--- src/rtl/count_tracker_pkg.sv ---
// count_tracker_pkg -- shared types and constants for the count_tracker block.
//   state_t : FSM state encoding (INIT, HOLD, UP, DOWN)
//   step_t  : classification of one cycle's step of the upstream counter
//   CNT_W   : width of the observed counter value
//   RUN_MAX : saturation value of the run-length counter
package count_tracker_pkg;

    localparam int CNT_W   = 4;
    localparam int RUN_MAX = 15;

    typedef enum logic [1:0] {
        INIT = 2'd0,
        HOLD = 2'd1,
        UP   = 2'd2,
        DOWN = 2'd3
    } state_t;

    typedef enum logic [1:0] {
        STEP_UP   = 2'd0,
        STEP_DN   = 2'd1,
        STEP_HOLD = 2'd2,
        STEP_JUMP = 2'd3
    } step_t;

    // Destination state for a classified step once the FSM is past INIT.
    // A jump (load) is treated as a fresh hold.
    function automatic state_t step_to_state(input step_t s);
        case (s)
            STEP_UP: return UP;
            STEP_DN: return DOWN;
            default: return HOLD;
        endcase
    endfunction

endpackage

--- src/rtl/count_tracker_if.sv ---
// count_tracker_if -- bundle of the count_tracker observation inputs and
// statistics outputs.
//   cnt_in, clr                : driven by the master (environment)
//   state, wrap_cnt, wrap_pulse,
//   jump_pulse, run_len,
//   min_val, max_val           : driven by the slave (count_tracker)
// WRAP_W must match the WRAP_W of the count_tracker attached to it.
interface count_tracker_if #(
    parameter int WRAP_W = 8
);
    import count_tracker_pkg::*;

    logic [CNT_W-1:0]  cnt_in;
    logic              clr;
    logic [1:0]        state;
    logic [WRAP_W-1:0] wrap_cnt;
    logic              wrap_pulse;
    logic              jump_pulse;
    logic [CNT_W-1:0]  run_len;
    logic [CNT_W-1:0]  min_val;
    logic [CNT_W-1:0]  max_val;

    modport master (
        output cnt_in, clr,
        input  state, wrap_cnt, wrap_pulse, jump_pulse, run_len, min_val, max_val
    );

    modport slave (
        input  cnt_in, clr,
        output state, wrap_cnt, wrap_pulse, jump_pulse, run_len, min_val, max_val
    );

endinterface

--- src/rtl/count_tracker_step_classifier.sv ---
// step_classifier -- purely combinational classification of one step of a
// 4-bit up/down counter.
//   prev   : value observed on the previous cycle
//   cnt_in : value observed this cycle
//   step   : STEP_UP (+1), STEP_DN (-1), STEP_HOLD (0) or STEP_JUMP (other)
//   wrap   : unit step across the 15/0 boundary in either direction
module step_classifier
    import count_tracker_pkg::*;
(
    input  logic [CNT_W-1:0] prev,
    input  logic [CNT_W-1:0] cnt_in,
    output step_t            step,
    output logic             wrap
);

    logic [CNT_W-1:0] diff;

    // Modular difference: +1 and -1 (all ones) come out right across the wrap.
    assign diff = cnt_in - prev;

    always_comb begin
        step = STEP_JUMP;
        wrap = 1'b0;
        if (diff == CNT_W'(1)) begin
            step = STEP_UP;
            wrap = (prev == '1) && (cnt_in == '0);
        end else if (diff == '1) begin
            step = STEP_DN;
            wrap = (prev == '0) && (cnt_in == '1);
        end else if (diff == '0) begin
            step = STEP_HOLD;
        end
    end

endmodule

--- src/rtl/count_tracker.sv ---
// count_tracker -- watches a free-running 4-bit up/down counter and keeps
// statistics about its behaviour.
//   clk   : rising-edge clock, shared with the observed counter
//   rst_n : asynchronous active-low reset
//   bus   : count_tracker_if.slave -- cnt_in/clr in; state, wrap_cnt,
//           wrap_pulse, jump_pulse, run_len, min_val, max_val out
// All outputs are registered. Optional min/max tracking is enabled by
// defining COUNT_TRACKER_MINMAX_EN; otherwise min_val/max_val read as 0.
module count_tracker
    import count_tracker_pkg::*;
#(
    parameter int WRAP_W = 8
) (
    input  logic            clk,
    input  logic            rst_n,
    count_tracker_if.slave  bus
);

    state_t            state_reg;
    logic [CNT_W-1:0]  prev_reg;
    logic [WRAP_W-1:0] wrap_cnt_reg;
    logic              wrap_pulse_reg;
    logic              jump_pulse_reg;
    logic [CNT_W-1:0]  run_len_reg;

    step_t             step;
    logic              wrap;
    state_t            state_next;
    logic [CNT_W-1:0]  run_len_next;

    step_classifier u_step_classifier (
        .prev   (prev_reg),
        .cnt_in (bus.cnt_in),
        .step   (step),
        .wrap   (wrap)
    );

    // Next state and run length for the tracking states (INIT handled in the FSM).
    always_comb begin
        state_next   = step_to_state(step);
        run_len_next = run_len_reg;
        if (state_next != state_reg) begin
            run_len_next = CNT_W'(1);
        end else if (run_len_reg != CNT_W'(RUN_MAX)) begin
            run_len_next = run_len_reg + CNT_W'(1);
        end
    end

    always_ff @(posedge clk or negedge rst_n) begin
        if (!rst_n) begin
            state_reg      <= INIT;
            prev_reg       <= '0;
            wrap_cnt_reg   <= '0;
            wrap_pulse_reg <= 1'b0;
            jump_pulse_reg <= 1'b0;
            run_len_reg    <= '0;
        end else if (bus.clr) begin
            // clr overrides any step or wrap seen in the same cycle.
            state_reg      <= INIT;
            prev_reg       <= '0;
            wrap_cnt_reg   <= '0;
            wrap_pulse_reg <= 1'b0;
            jump_pulse_reg <= 1'b0;
            run_len_reg    <= '0;
        end else begin
            prev_reg       <= bus.cnt_in;
            wrap_pulse_reg <= 1'b0;
            jump_pulse_reg <= 1'b0;
            case (state_reg)
                INIT: begin
                    // First sample only seeds prev; nothing to classify yet.
                    state_reg   <= HOLD;
                    run_len_reg <= CNT_W'(1);
                end
                default: begin
                    state_reg      <= state_next;
                    run_len_reg    <= run_len_next;
                    jump_pulse_reg <= (step == STEP_JUMP);
                    if (wrap) begin
                        wrap_pulse_reg <= 1'b1;
                        if (wrap_cnt_reg != '1) begin
                            wrap_cnt_reg <= wrap_cnt_reg + WRAP_W'(1);
                        end
                    end
                end
            endcase
        end
    end

    assign bus.state      = state_reg;
    assign bus.wrap_cnt   = wrap_cnt_reg;
    assign bus.wrap_pulse = wrap_pulse_reg;
    assign bus.jump_pulse = jump_pulse_reg;
    assign bus.run_len    = run_len_reg;

`ifdef COUNT_TRACKER_MINMAX_EN
    logic [CNT_W-1:0] min_val_reg;
    logic [CNT_W-1:0] max_val_reg;

    // Extremes include the INIT capture; clr/reset return to the empty-set values.
    always_ff @(posedge clk or negedge rst_n) begin
        if (!rst_n) begin
            min_val_reg <= '1;
            max_val_reg <= '0;
        end else if (bus.clr) begin
            min_val_reg <= '1;
            max_val_reg <= '0;
        end else begin
            if (bus.cnt_in < min_val_reg) begin
                min_val_reg <= bus.cnt_in;
            end
            if (bus.cnt_in > max_val_reg) begin
                max_val_reg <= bus.cnt_in;
            end
        end
    end

    assign bus.min_val = min_val_reg;
    assign bus.max_val = max_val_reg;
`else
    assign bus.min_val = '0;
    assign bus.max_val = '0;
`endif

endmodule
--- src/flat_wrapper.sv ---
// flat-port wrapper written by rule: the top's interface ports become plain ports
module count_tracker_flat import count_tracker_pkg::*;
#(
    parameter int WRAP_W = 8
)
  (clk, rst_n, bus_cnt_in, bus_clr, bus_state, bus_wrap_cnt, bus_wrap_pulse, bus_jump_pulse, bus_run_len, bus_min_val, bus_max_val);
  count_tracker_if #(.WRAP_W(WRAP_W)) bus_i ();
  input  logic clk;
  input  logic rst_n;
  input wire logic [$bits(bus_i.cnt_in)-1:0] bus_cnt_in;
  input wire logic [$bits(bus_i.clr)-1:0] bus_clr;
  output wire logic [$bits(bus_i.state)-1:0] bus_state;
  output wire logic [$bits(bus_i.wrap_cnt)-1:0] bus_wrap_cnt;
  output wire logic [$bits(bus_i.wrap_pulse)-1:0] bus_wrap_pulse;
  output wire logic [$bits(bus_i.jump_pulse)-1:0] bus_jump_pulse;
  output wire logic [$bits(bus_i.run_len)-1:0] bus_run_len;
  output wire logic [$bits(bus_i.min_val)-1:0] bus_min_val;
  output wire logic [$bits(bus_i.max_val)-1:0] bus_max_val;
  assign bus_i.cnt_in = bus_cnt_in;
  assign bus_i.clr = bus_clr;
  assign bus_state = bus_i.state;
  assign bus_wrap_cnt = bus_i.wrap_cnt;
  assign bus_wrap_pulse = bus_i.wrap_pulse;
  assign bus_jump_pulse = bus_i.jump_pulse;
  assign bus_run_len = bus_i.run_len;
  assign bus_min_val = bus_i.min_val;
  assign bus_max_val = bus_i.max_val;
  count_tracker #(.WRAP_W(WRAP_W)) u_core (.clk(clk), .rst_n(rst_n), .bus(bus_i));
endmodule
--- config.mk ---
export PLATFORM = sky130hd
export DESIGN_NAME = count_tracker_flat
export DESIGN_NICKNAME = d
export VERILOG_FILES = /design/src/rtl/count_tracker_pkg.sv /design/src/rtl/count_tracker_if.sv /design/src/rtl/count_tracker_step_classifier.sv /design/src/rtl/count_tracker.sv /design/src/flat_wrapper.sv
export SDC_FILE = /design/constraint.sdc
export NUM_CORES = 1
export LEC_CHECK = 0
export ABC_AREA = 1
export BUFFER_PORTS_ARGS = -buffer_cell sky130_fd_sc_hd__buf_2
export CELL_PAD_IN_SITES_DETAIL_PLACEMENT = 1
export CELL_PAD_IN_SITES_GLOBAL_PLACEMENT = 2
export CORE_ASPECT_RATIO = 2
export CORE_MARGIN = 1.5
export CORE_UTILIZATION = 30
export CTS_BUF_LIST = sky130_fd_sc_hd__clkbuf_4 sky130_fd_sc_hd__clkbuf_8 sky130_fd_sc_hd__clkbuf_16
export CTS_CLUSTER_DIAMETER = 60
export DETAILED_ROUTE_END_ITERATION = 7
export PLACE_DENSITY = 0.76
export SYNTH_ARGS = -nofsm -noshare
export SYNTH_HDL_FRONTEND = slang
export SYNTH_SLANG_ARGS = --single-unit
--- constraint.sdc ---
create_clock -name clk -period 2.65 [get_ports clk]
set_input_delay 0.6625 -clock clk [delete_from_list [all_inputs] [get_ports clk]]
set_output_delay 0.6625 -clock clk [all_outputs]
set_load 0.1 [all_outputs]
Yosys cells after proc, flatten, opt, wreduce, memory -nomap -nowiden
Cells that the tools add are included.
{"block": "word_totals", "ff_bits": 20, "input_bits": 7, "output_inout_bits": 24, "wordCells": 52}
{"block": "classes", "add_sub_neg": 3, "eq_ne": 10, "mux": 22, "reduce_logical": 11}
{"op": "$mux W8", "count": 4}
{"op": "$mux W4", "count": 5}
{"op": "$eq A4 B4 Y1 const B", "count": 3}
{"op": "$logic_not A4 Y1", "count": 3}
{"op": "$add A8 B1 Y8 const B", "count": 1}
{"op": "$mux W1", "count": 8}
{"op": "$mux W2", "count": 4}
{"op": "$ne A8 B8 Y1 const B", "count": 1}
{"op": "$add A4 B1 Y4 const B", "count": 1}
{"op": "$eq A4 B1 Y1 const B", "count": 1}
{"op": "$logic_not A2 Y1", "count": 2}
{"op": "$ne A4 B4 Y1 const B", "count": 1}
{"op": "$pmux W2 S2", "count": 1}
{"op": "$reduce_bool A2 Y1", "count": 2}
{"op": "$reduce_bool A4 Y1", "count": 1}
{"op": "$sub A4 B4 Y4", "count": 1}
{"op": "$reduce_and A3 Y1", "count": 1}
{"op": "$eq A2 B1 Y1 const B", "count": 1}
{"op": "$eq A2 B2 Y1 const B", "count": 1}
{"op": "$logic_and A1 B1 Y1", "count": 2}
{"op": "$ne A2 B2 Y1", "count": 1}
{"op": "$ne A2 B2 Y1 const B", "count": 1}

Logic depth before layout (Yosys ltp)
Gate-level depths: netlist of run 1.
{"block": "logic_depth", "word_depth": 11, "ltp_mapped": 13, "depth_no_buf": 13}

By module
A second synthesis of run 1 with hierarchy kept.
{"block": "unflattened", "cells_unflattened": 191, "hier_area_um2": 1392.6}
{"mod": "count_tracker", "n_inst": 1, "cells_per_inst": 139, "area_per_inst_um2": 1101.1, "seq_area_each_um2": 500.5}
{"mod": "step_classifier", "n_inst": 1, "cells_per_inst": 52, "area_per_inst_um2": 291.5, "seq_area_each_um2": 0.0}

Worst setup path after synthesis of run 1
No wires, ideal clock.
{"block": "synth_path", "kind": "in2reg", "from": "input bus_cnt_in[0]", "to": "register u_core.wrap_cnt_reg[3] (netlist: u_core.bus.wrap_cnt[3])", "setup_ps": 124, "arrival_ps": 2306, "required_ps": 2526, "path_slack_ps": 221, "path_stages": 10, "path_buffers": 0, "cell_sequence": "inv_1 > ha_1 > inv_1 > fa_1 > xnor2_2 > nand4_4 > o21ai_4 > nand2_4 > nand3_1 > nand2_1"}
{"block": "synth_between", "elab_chain_len": 6, "elab_cells_between_ends": 11, "classes_between": "add/sub: 1; eq/ne: 3; mux: 2; reduce/logical: 5"}
{"item": "start: declaration", "line": "flat_wrapper.sv:10", "rtl": "input wire logic [$bits(bus_i.cnt_in)-1:0] bus_cnt_in;"}
{"item": "$sub A4 B4 Y4 / $eq A4 B4 Y1 (equally long branches)", "line": "count_tracker_step_classifier.sv:19, count_tracker_step_classifier.sv:29"}
{"item": "$eq A4 B4 Y1 / $logic_and A1 B1 Y1 (equally long branches)", "line": "count_tracker_step_classifier.sv:27, count_tracker_step_classifier.sv:29"}
{"item": "$mux W1", "line": "count_tracker_step_classifier.sv:27", "rtl": "end else if (diff == '1) begin"}
{"item": "$mux W1 (*)", "line": "count_tracker_step_classifier.sv:24", "rtl": "if (diff == CNT_W'(1)) begin"}
{"item": "$reduce_bool A2 Y1 (no source line) (*)"}
{"item": "$reduce_and A3 Y1 (no source line) (*)"}
{"item": "end signal: assignment", "line": "count_tracker.sv:82", "rtl": "wrap_cnt_reg <= wrap_cnt_reg + WRAP_W'(1);"}
{"item": "end: declaration", "line": "count_tracker.sv:21", "rtl": "logic [WRAP_W-1:0] wrap_cnt_reg;"}
Every way passes the cells marked *; elsewhere a longest branch is shown, timed or not.
A chain may end at the register's enable or synchronous reset.

Worst setup path after layout of run 1
{"block": "layout_path", "from": "input bus_cnt_in[0]", "to": "register u_core.wrap_cnt_reg[6] (netlist: u_core.bus.wrap_cnt[6])"}
The elaborated chain is that of the path after synthesis.

==> results of run 1 <==
## power by group through the flow
| stage | Sequential [mW] | Clock [mW] | Combinational, mW |
|---|---|---|---|
| finish | 0.321 | 0.306 | 0.208 |
| global route | 0.323 | 0.332 | 0.227 |
| CTS | 0.322 | 0.319 | 0.210 |
| detailed placement | 0.328 | 0 | 0.210 |
| global placement | 0.327 | 0 | 0.207 |
| floorplan | 0.368 | 0 | 0.136 |
## cells by family (layout without fill, tap and decap cells)
logic type               after synthesis  after routing  share of synthesized area (%)
AND/OR/NAND/NOR                       87             87                          34.21
buffers and inverters                 31             51                          11.12
flip-flops                            20             20                          37.70
AO/OA/AOI/OAI                          9              9                          5.278
XOR/XNOR                               7              7                          5.184
adder cells (fa/ha/maj)                6              6                          6.221
other                                  1              8                         0.2825
## per-stage QoR
step | cell area [um^2] | utilization, % | worst slack [ps] | TNS [ps]
after global routing | 1560 | 36.31 | 170.7 | 0
after global placement | 1489 | 34.65 | 60.53 | 0
after floorplan | 1354 | - | 220.7 | 0
final | 1560 | 36.31 | 272.9 | 0
after detailed placement | 1489 | 34.65 | -28.05 | -28.05
after CTS | 1560 | 36.31 | 244.7 | 0
## worst reg2reg max path, cell delays in order, from the launching register on
cell	delay, ps
dfrtp_1	410
ha_1	190
inv_1	90
fa_1	440
nor2_1	240
nand4_4	170
o21ai_4	280
buf_4	180
nand4_1	90
nand2_1	110
## cell usage after synthesis (2+ instances only)
| cell | n |
|---|---|
| a21oi_1 | 4 |
| buf_4 | 8 |
| dfrtp_1 | 20 |
| ha_1 | 5 |
| inv_1 | 20 |
| nand2_1 | 29 |
| nand3_1 | 16 |
| nand3_2 | 2 |
| nand4_1 | 12 |
| nor2_1 | 14 |
| nor3_1 | 4 |
| nor3_2 | 2 |
| nor4_1 | 2 |
| xor2_1 | 5 |
## worst max path at each step
stage,startpoint,end,slack [ps]
finish,bus_cnt_in[0],u_core.bus.wrap_cnt[6],270
global route,bus_cnt_in[0],u_core.bus.wrap_cnt[6],170
CTS,bus_cnt_in[0],u_core.bus.wrap_cnt[6],240
detailed placement,bus_cnt_in[0],u_core.bus.wrap_cnt[6],-30
global placement,bus_cnt_in[0],u_core.bus.wrap_cnt[6],60
floorplan,bus_cnt_in[0],u_core.bus.wrap_cnt[3],220
## area by class of cell
cell class / count / area, um^2
Fill cell: 525 / 2736
Clock buffer: 3 / 41.29
Clock inverter: 1 / 30.03
Inverter: 22 / 82.58
Timing Repair Buffer: 25 / 132.6
Multi-Input combinational cell: 117 / 705.7
Sequential cell: 20 / 500.5
Tap cell: 54 / 67.56
## metal layers
metal,up-vias,share of wire (%),global-route usage (%)
met4,0,2.3,7.692
li1,575,-,-
met5,-,0,0
met1,573,36,15.35
met2,20,58,29.66
met3,5,2.9,1.538
==> metrics.md, run 1 <==
| Metric | Value |
|---|---|
| Clock buffer depth | `2` |
| Avg Inst Size Synth | `8.245 um^2` |
| Worst skew pair latency | `roughly 270 ps` |
| Via count | `1173` |
| HPWL after DPL | `about 2700 um` |
| Most common cell after layout, fill and taps aside | `nand2_1` |
| Iter 0 DRT Violations | `15` |
| Worst slew pin tran | `just over 500 ps` |
| Main flop type after synthesis | `dfrtp_1` |
| Seq pwr share | `between 30% and 40%` |
| TritonCTS Sinks | `20` |
| Share of cells above drive strength 1 | `~23%` |
| Total power | `between 800 and 900 uW` |
| Count of pins over their slew limit | `0` |
| PostCTS Resize Cnt | `0` |
| Worst Setup End Kind | `register` |
| NetSw | `approximately 280 uW` |
| Count of final setup violators | `0` |
| Reg2reg start | `u_core.prev_reg[0]` |
| Clk_skew | `12.95 ps` |
| Sequential share of the synthesized area | `about 38%` |
| RSZ-0062 raised after global routing | `no` |
| Slowest stage delay, CP | `410 ps` |
| Max-Cap Viols | `0` |
| Post-synth EDFFs | `0` |
| Antenna violations before repair | `0` |
| GRT Total Usage | `15.44%` |
| Final GP Congestion | `0.8029` |
| Clock power frac | `between 30 and 40%` |
| Power share of the combinational group | `between 20% and 30%` |
| Pin count of the biggest net entering global routing | `21` |
| Non-filler cells, final | `between 200 and 250` |
| CP arrival | `~2600 ps` |
| Crit path top cell by count | `inv_1` |
| Min Tclk post-route | `approximately 2400 ps` |
| Syn Inst Count | `161` |
| Initial Util | `30.90%` |
| CTS tree | `yes` |
| Yosys warnings | `0` |
| Leak pwr | `around 0.84 nW` |
| Via-per-instance ratio | `4.847` |
| Worst min path class | `in -> async` |
| Mapped Area | `roughly 1300 um^2` |
| Most frequent cells in the layout | `nand2_1 (29), buf_2 (22), inv_1 (20), dfrtp_1 (20), nand3_1 (16)` |
| GRT Residual Overflow | `0` |
| CP Launch Type | `input pin` |
| Switching fraction of total power | `between 30% and 40%` |
| Die Ht | `roughly 97 um` |
| Setup slack, reg-to-reg | `approximately 400 ps` |
| Fmax | `about 420 MHz` |
| Yosys top cell by area | `dfrtp_1` |
| R2R Path End | `u_core.bus.wrap_cnt[6]` |
| Die area | `4857 um^2` |
| Total Wirelength | `between 3000 and 4000 um` |
| Pwr dens | `between 500 and 600 nW/um^2` |
| Vias in the first global route | `~1300` |
| Reg2Reg Depth | `9` |
| Netlist cell types | `32` |
| Clock Tree Root | `clkbuf_8` |
| DRC | `0` |
| Yosys top cell area share | `37.70%` |
| WHS | `~340 ps` |
| I/O pin count | `31` |
| CP Max Fanout | `6` |
| CTS Buf Count | `3` |
| Max reg flops | `8` |
| CTS Hold Bufs | `0` |
| Core Footprint | `~4300 um^2` |
| Antenna viol nets, final | `0` |
| Power Internal | `approximately 550 uW` |
| Die width | `around 50 um` |
| CP max-delay cell | `fa_1` |
| Clock Pin Slew Worst Setup and Hold Paths | `roughly 80 ps` |
| Period Utilization, post-route | `89.70%` |
| WS Path Type | `in -> reg` |
| Top post-synthesis cells by area | `dfrtp_1 (38%), nand2_1 (8.2%), nand3_1 (6.0%), inv_1 (5.7%), nand4_1 (5.7%)` |
| Drt pass-1 iters | `4` |
| Delay-heaviest family, CP | `adder cells` |
| Max H-tree Level | `1` |
| WP data required | `about 2900 ps` |
| Critical path depth in cells | `11` |
| Worst-case vdd ir drop | `~0.23 mV` |
| CP Cell Sequence | `buf_2 -> inv_1 -> ha_1 -> inv_1 -> fa_1 -> xnor2_2 -> nand4_4 -> o21ai_4 -> buf_4 -> nand4_1 -> nand2_1` |
| Setup bufs post-CTS | `0` |
| Yosys reg bits | `20` |
| # diodes | `0` |
| Fin. Hold Viols | `0` |
| Synthesis-to-layout area growth | `17.53%` |
| Nets | `202` |
| Global-route wire length before repair | `about 5800 um` |
| Row count | `34` |
| Status | `finished clean` |
| Slew headroom | `66.35%` |
| Asr flop ratio synth | `100.0%` |
| Dpl cells | `approximately 240` |
| Buf+Inv Stages, Crit Path | `4` |
| Routed wire length per instance | `roughly 13 um` |
| Port bufs | `22` |
(Power assumes the default switching activity.)
==> run 2: changes to the inputs <==
Settings changed: CORE_ASPECT_RATIO 2 to 0.8, GPL_TIMING_DRIVEN set to 0.
==> run 2 against run 1 <==
  * Count of clock-buffer cells in the layout is 1 higher
  * Final area grew 2.9%
  * Worst setup slack worse by 22 ps
  * Sequential power hardly changed
  * Hold slack improved by 7.0 ps
  * Critical path depth is the same
  * Routed wire length decreased by 4.3%
  * Die area is 0.44% lower
  * Maximum frequency fell by 0.91%
  * Critical path type unchanged
  * Largest power group unchanged
  * Highest routed layer is now met3
==> metrics.md, run 2 (synthesis results as in run 1) <==
| Metric | Value |
|---|---|
| WHS | `approximately 350 ps` |
| Max H-tree Level | `1` |
| CP Launch Type | `input pin` |
| Share of cells above drive strength 1 | `between 20% and 30%` |
| Die Ht | `about 63 um` |
| Seq pwr share | `between 40% and 50%` |
| Pin count of the biggest net entering global routing | `21` |
| Switching fraction of total power | `approximately 36%` |
| CP max-delay cell | `fa_1` |
| Worst slew pin tran | `approximately 560 ps` |
| Die width | `77.38 um` |
| Most frequent cells in the layout | `nand2_1 (29), buf_2 (23), inv_1 (20), dfrtp_1 (20), nand3_1 (16)` |
| Count of pins over their slew limit | `0` |
| Final setup margin | `251.0 ps` |
| NetSw | `274.7 uW` |
| Max reg flops | `8` |
| Iter 0 DRT Violations | `41` |
| I/O pin count | `31` |
| Antenna violations before repair | `0` |
| Antenna viol nets, final | `0` |
| WS Path Type | `in -> reg` |
| # diodes | `0` |
| Crit path top cell by count | `inv_1` |
| CTS Buf Count | `3` |
| Via-per-instance ratio | `between 4 and 5` |
| Clk_skew | `roughly 1.1 ps` |
| Slowest stage delay, CP | `460 ps` |
| CTS tree | `yes` |
| PostCTS Resize Cnt | `0` |
| Fill cells | `528` |
| Worst-case vdd ir drop | `about 0.19 mV` |
| Nets | `between 200 and 250` |
| Slew headroom | `between 60% and 70%` |
| Power Internal | `491.0 uW` |
| Via count | `1167` |
| Power share of the combinational group | `between 20% and 30%` |
| Core Footprint | `4204 um^2` |
| HPWL after DPL | `2461 um` |
| Most common cell after layout, fill and taps aside | `nand2_1` |
| Status | `finished clean` |
| Clock power frac | `between 20 and 30%` |
| Buf+Inv Stages, Crit Path | `4` |
| Worst Setup End Kind | `register` |
| Fmax | `416.8 MHz` |
| Drt pass-1 iters | `4` |
| Clock Tree Root | `clkbuf_8` |
| RSZ-0062 raised after global routing | `no` |
| TritonCTS Sinks | `20` |
| Design area | `around 1600 um^2` |
| Min Tclk post-route | `2399 ps` |
| Clock buffer depth | `2` |
| Port bufs | `22` |
| Initial Util | `31.58%` |
| GRT Residual Overflow | `0` |
| Clock Pin Slew Worst Setup and Hold Paths | `roughly 70 ps` |
| WP data required | `2850 ps` |
| Finished Core Util | `between 30% and 40%` |
| Non-filler cells, final | `253` |
| Worst skew pair latency | `approximately 250 ps` |
| Vias in the first global route | `1235` |
| DRC | `0` |
| Worst slack, placed | `-155.0 ps` |
| GRT Total Usage | `about 14%` |
| Row count | `21` |
| Total power | `between 700 and 800 uW` |
| Period Utilization, post-route | `between 90% and 100%` |
| CP Cell Sequence | `buf_2 -> inv_1 -> ha_1 -> inv_1 -> fa_1 -> nor2_1 -> nand4_4 -> o21ai_4 -> buf_4 -> nand4_1 -> nand2_1` |
| Delay-heaviest family, CP | `adder cells` |
| Global-route wire length before repair | `around 5600 um` |
| Area occupied by multi-input gates | `between 700 and 800 um^2` |
| Max-Cap Viols | `0` |
| Fin. Hold Viols | `0` |
| Routed wire length per instance | `12.19 um` |
| Total Wirelength | `3083 um` |
| Synthesis-to-layout area growth | `20.92%` |
| Die area | `4836 um^2` |
| Final GP Congestion | `0.7760` |
| Dpl cells | `~250` |
| CP Max Fanout | `7` |
| Leak pwr | `just under 0.9 nW` |
| Count of final setup violators | `0` |
| Worst min path class | `in -> async` |
| CP arrival | `2590 ps` |
| Fin Setup TNS | `0 ps` |
| Area after DPL | `1535 um^2` |
| Pwr dens | `approximately 480 nW/um^2` |
| Register area | `500.5 um^2` |
run 2: changes by cell type in the layout (fill, tap and decap cells not counted):
cell       previous run  this run
buf_2                22        23
buf_4                 3        10
bufinv_16             1         0
clkbuf_8              3         4
run 2: final timing paths:
kind / start / end / slack, ps / cells after the start
worst max register to register: u_core.prev_reg[0] / u_core.bus.wrap_cnt[0] / 470 / 9
worst min-delay path: rst_n / u_core.bus.run_len[0] / 350 / 1
min in group clk: u_core.bus.wrap_cnt[1] / u_core.bus.wrap_cnt[1] / 580 / 2
max in group asynchronous: rst_n / u_core.bus.wrap_cnt[4] / 2000 / 1
worst max-delay path: bus_cnt_in[0] / u_core.bus.wrap_cnt[0] / 250 / 11
worst min register to register: u_core.bus.wrap_cnt[1] / u_core.bus.wrap_cnt[1] / 580 / 2
run 2: timing repair:
item,in CTS,in global routing
hold buffers,0,0
hold endpoints to repair,0,0
setup buffers,0,2
endpoints found under the setup margin,0,8
run 2: per-layer routing:
| layer | GRT usage, % | up-vias | wire length [um] |
|---|---|---|---|
| met4 | 2.045 | 0 | 0 |
| li1 | - | 590 | - |
| met5 | 0 | - | 0 |
| met3 | 3.066 | 0 | 125 |
| met2 | 22.70 | 25 | 1374 |
| met1 | 19.75 | 552 | 1584 |
run 2: layout make-up:
type	instances	area share, %
flip-flops and latches	20	31.18
multi-input cells	117	43.96
plain buffers	9	4.053
well taps	57	4.443
inverters	22	5.144
clock buffers	4	3.429
repair buffers	24	7.794
run 2: power groups by stage:
stage | combinational, mW | clock, mW | sequential, mW
6_report | 0.215 | 0.229 | 0.322
5_1_grt | 0.233 | 0.252 | 0.323
4_1_cts | 0.217 | 0.238 | 0.322
3_5_place_dp | 0.217 | 0 | 0.328
3_3_place_gp | 0.213 | 0 | 0.327
2_1_floorplan | 0.136 | 0 | 0.368
==> run 3: changes to the inputs <==
Settings changed: CORE_UTILIZATION 30 to 32, CTS_BUF_LIST sky130_fd_sc_hd__clkbuf_4 sky130_fd_sc_hd__clkbuf_8 sky130_fd_sc_hd__clkbuf_16 to sky130_fd_sc_hd__clkbuf_8, PLACE_DENSITY 0.76 to 0.81.
==> run 3 against run 2 <==
  * Clock skew about the same
  * Clock power is essentially flat
  * Routed wire length is 7.7% higher
  * Non-clock buffer count rose by 1
  * Global-route usage grew 2.9 points
  * Highest routed layer is now met4
  * Flip-flop and latch count unchanged
==> metrics.md, run 3 (synthesis results as in run 1) <==
| Metric | Value |
|---|---|
| Die Ht | `around 61 um` |
| NetSw | `between 200 and 300 uW` |
| Max H-tree Level | `1` |
| Delay-heaviest family, CP | `adder cells` |
| Worst skew pair latency | `250 ps` |
| Clock Tree Root | `clkbuf_8` |
| RSZ-0062 raised after global routing | `no` |
| Crit path top cell by count | `inv_1` |
| GRT Residual Overflow | `0` |
| Buf+Inv Stages, Crit Path | `3` |
| HPWL after DPL | `2618 um` |
| Antenna viol nets, final | `0` |
| Worst Setup End Kind | `register` |
| Nets | `211` |
| Setup slack, reg-to-reg | `430 ps` |
| Initial Util | `34.23%` |
| Final setup margin | `147.8 ps` |
| Pin count of the biggest net entering global routing | `21` |
| Area occupied by multi-input gates | `708.2 um^2` |
| I/O pin count | `31` |
| # diodes | `0` |
| Total Wirelength | `3320 um` |
| Synthesis-to-layout area growth | `21.49%` |
| Clk_skew | `0.7148 ps` |
| Power Internal | `491.7 uW` |
| CTS Buf Count | `3` |
| CP Launch Type | `input pin` |
| Critical path depth in cells | `11` |
| WP data required | `approximately 2800 ps` |
| TritonCTS Sinks | `20` |
| Reg2Reg Depth | `9` |
| Seq pwr share | `41.6%` |
| Worst slew pin tran | `565.0 ps` |
| Status | `finished clean` |
| Port bufs | `22` |
| Routed wire length per instance | `about 13 um` |
| Min Tclk post-route | `roughly 2500 ps` |
| CP max-delay cell | `fa_1` |
| CP arrival | `around 2700 ps` |
| Register area | `about 500 um^2` |
| Pwr dens | `~480 nW/um^2` |
| Iter 0 DRT Violations | `26` |
| Fill cells | `about 480` |
| Max-Cap Viols | `0` |
| Die width | `around 75 um` |
| CP Max Fanout | `8` |
| Power share of the combinational group | `~28%` |
| Core Footprint | `~3900 um^2` |
| Count of pins over their slew limit | `0` |
| WHS | `roughly 350 ps` |
| Fin. Hold Viols | `0` |
| CTS Hold Bufs | `0` |
| Count of final setup violators | `0` |
| Fmax | `approximately 400 MHz` |
| Final GP Congestion | `between 0.7 and 0.8` |
| Drt pass-1 iters | `4` |
| DRC | `0` |
| WS Path Type | `in -> reg` |
| R2R Path End | `u_core.bus.wrap_cnt[1]` |
| Via-per-instance ratio | `~4.7` |
| Via count | `~1200` |
| GRT Total Usage | `roughly 17%` |
| Worst min path class | `in -> async` |
| CP Cell Sequence | `buf_2 -> inv_1 -> ha_1 -> inv_1 -> fa_1 -> xnor2_2 -> nand4_4 -> o21ai_4 -> nand2_4 -> nand3_1 -> nand2_1` |
| Antenna violations before repair | `0` |
| Slowest stage delay, CP | `about 410 ps` |
| Clock buffer depth | `2` |
| CTS tree | `yes` |
| Clock Pin Slew Worst Setup and Hold Paths | `approximately 70 ps` |
| Slew headroom | `62.21%` |
| Vias in the first global route | `between 1000 and 1500` |
| Period Utilization, post-route | `between 90% and 100%` |
| Die area | `around 4500 um^2` |
| Worst-case vdd ir drop | `between 0.15 and 0.2 mV` |
| Reg2reg start | `u_core.prev_reg[0]` |
| Most common cell after layout, fill and taps aside | `nand2_1` |
| Share of cells above drive strength 1 | `around 27%` |
| Row count | `20` |
| Switching fraction of total power | `between 30 and 40%` |
| Total power | `772.4 uW` |
| Most frequent cells in the layout | `nand2_1 (29), buf_2 (23), inv_1 (20), dfrtp_1 (20), nand3_1 (16)` |
| Area after DPL | `approximately 1500 um^2` |
| Worst slack, placed | `-238.0 ps` |
| Design area | `between 1500 and 2000 um^2` |
| Max reg flops | `8` |
| Leak pwr | `around 0.9 nW` |
| Clock power frac | `between 30% and 40%` |
| Global-route wire length before repair | `roughly 5800 um` |
==> run 3: cell count changes in the layout (fill, tap and decap cells not counted), sizes merged <==
| cell | change |
|---|---|
| buf | +1 |
==> run 3: timing repair <==
action / in CTS / in global routing
resized for setup: 0 / 1
setup buffers: 0 / 3
hold endpoints to repair: 0 / 0
setup endpoints to repair: 0 / 8
==> run 3: cell type report <==
class	count	share of cell area, %
Buffer	9	4.034
Clock buffer	4	3.413
Inverter	22	5.120
Multi-Input combinational cell	117	43.91
Sequential cell	20	31.03
Tap cell	55	4.267
Timing Repair Buffer	25	8.223
==> run 3: per-stage QoR <==
step | TNS [ps] | cells | utilization, %
floorplan | 0 | 168 | -
global placement | -780.6 | 245 | 39.52
detailed placement | -1638 | 245 | 39.52
CTS | 0 | 249 | 40.94
global route | 0 | 252 | 41.58
finish | 0 | 252 | 41.58
==> run 3: worst max-delay path by stage <==
stage	startpoint	to
3_5_place_dp	bus_cnt_in[0]	u_core.bus.wrap_cnt[1]
2_1_floorplan	bus_cnt_in[0]	u_core.bus.wrap_cnt[3]
6_report	bus_cnt_in[0]	u_core.bus.wrap_cnt[1]
3_3_place_gp	bus_cnt_in[0]	u_core.bus.wrap_cnt[0]
5_1_grt	bus_cnt_in[0]	u_core.bus.wrap_cnt[7]
4_1_cts	bus_cnt_in[0]	u_core.bus.wrap_cnt[1]
==> run 3: worst register-to-register path: stages, from the launching register on <==
cell and delay (ps):
dfrtp_1 400, ha_1 190, inv_1 80, fa_1 450, nor2_2 210, nand4_4 180
o21ai_4 290, nand2_4 150, nand3_1 130, nand2_1 60
==> run 3: power by group through the flow <==
stage | registers [mW] | logic (mW) | clock network, mW
floorplan | 0.368 | 0.136 | 0
global placement | 0.327 | 0.213 | 0
detailed placement | 0.328 | 0.218 | 0
CTS | 0.322 | 0.218 | 0.242
global route | 0.323 | 0.236 | 0.250
finish | 0.321 | 0.219 | 0.232
==> run 3: layer usage <==
metal  wire (um)  share of wire (%)  vias to the layer above  GRT usage, %
li1            -                  -                      591             -
met1        1565                 47                      574         20.96
met2        1606                 48                       23         30.59
met3         129                3.9                        2         3.987
met4          19               0.57                        0         3.117
met5           0                  0                        -             0
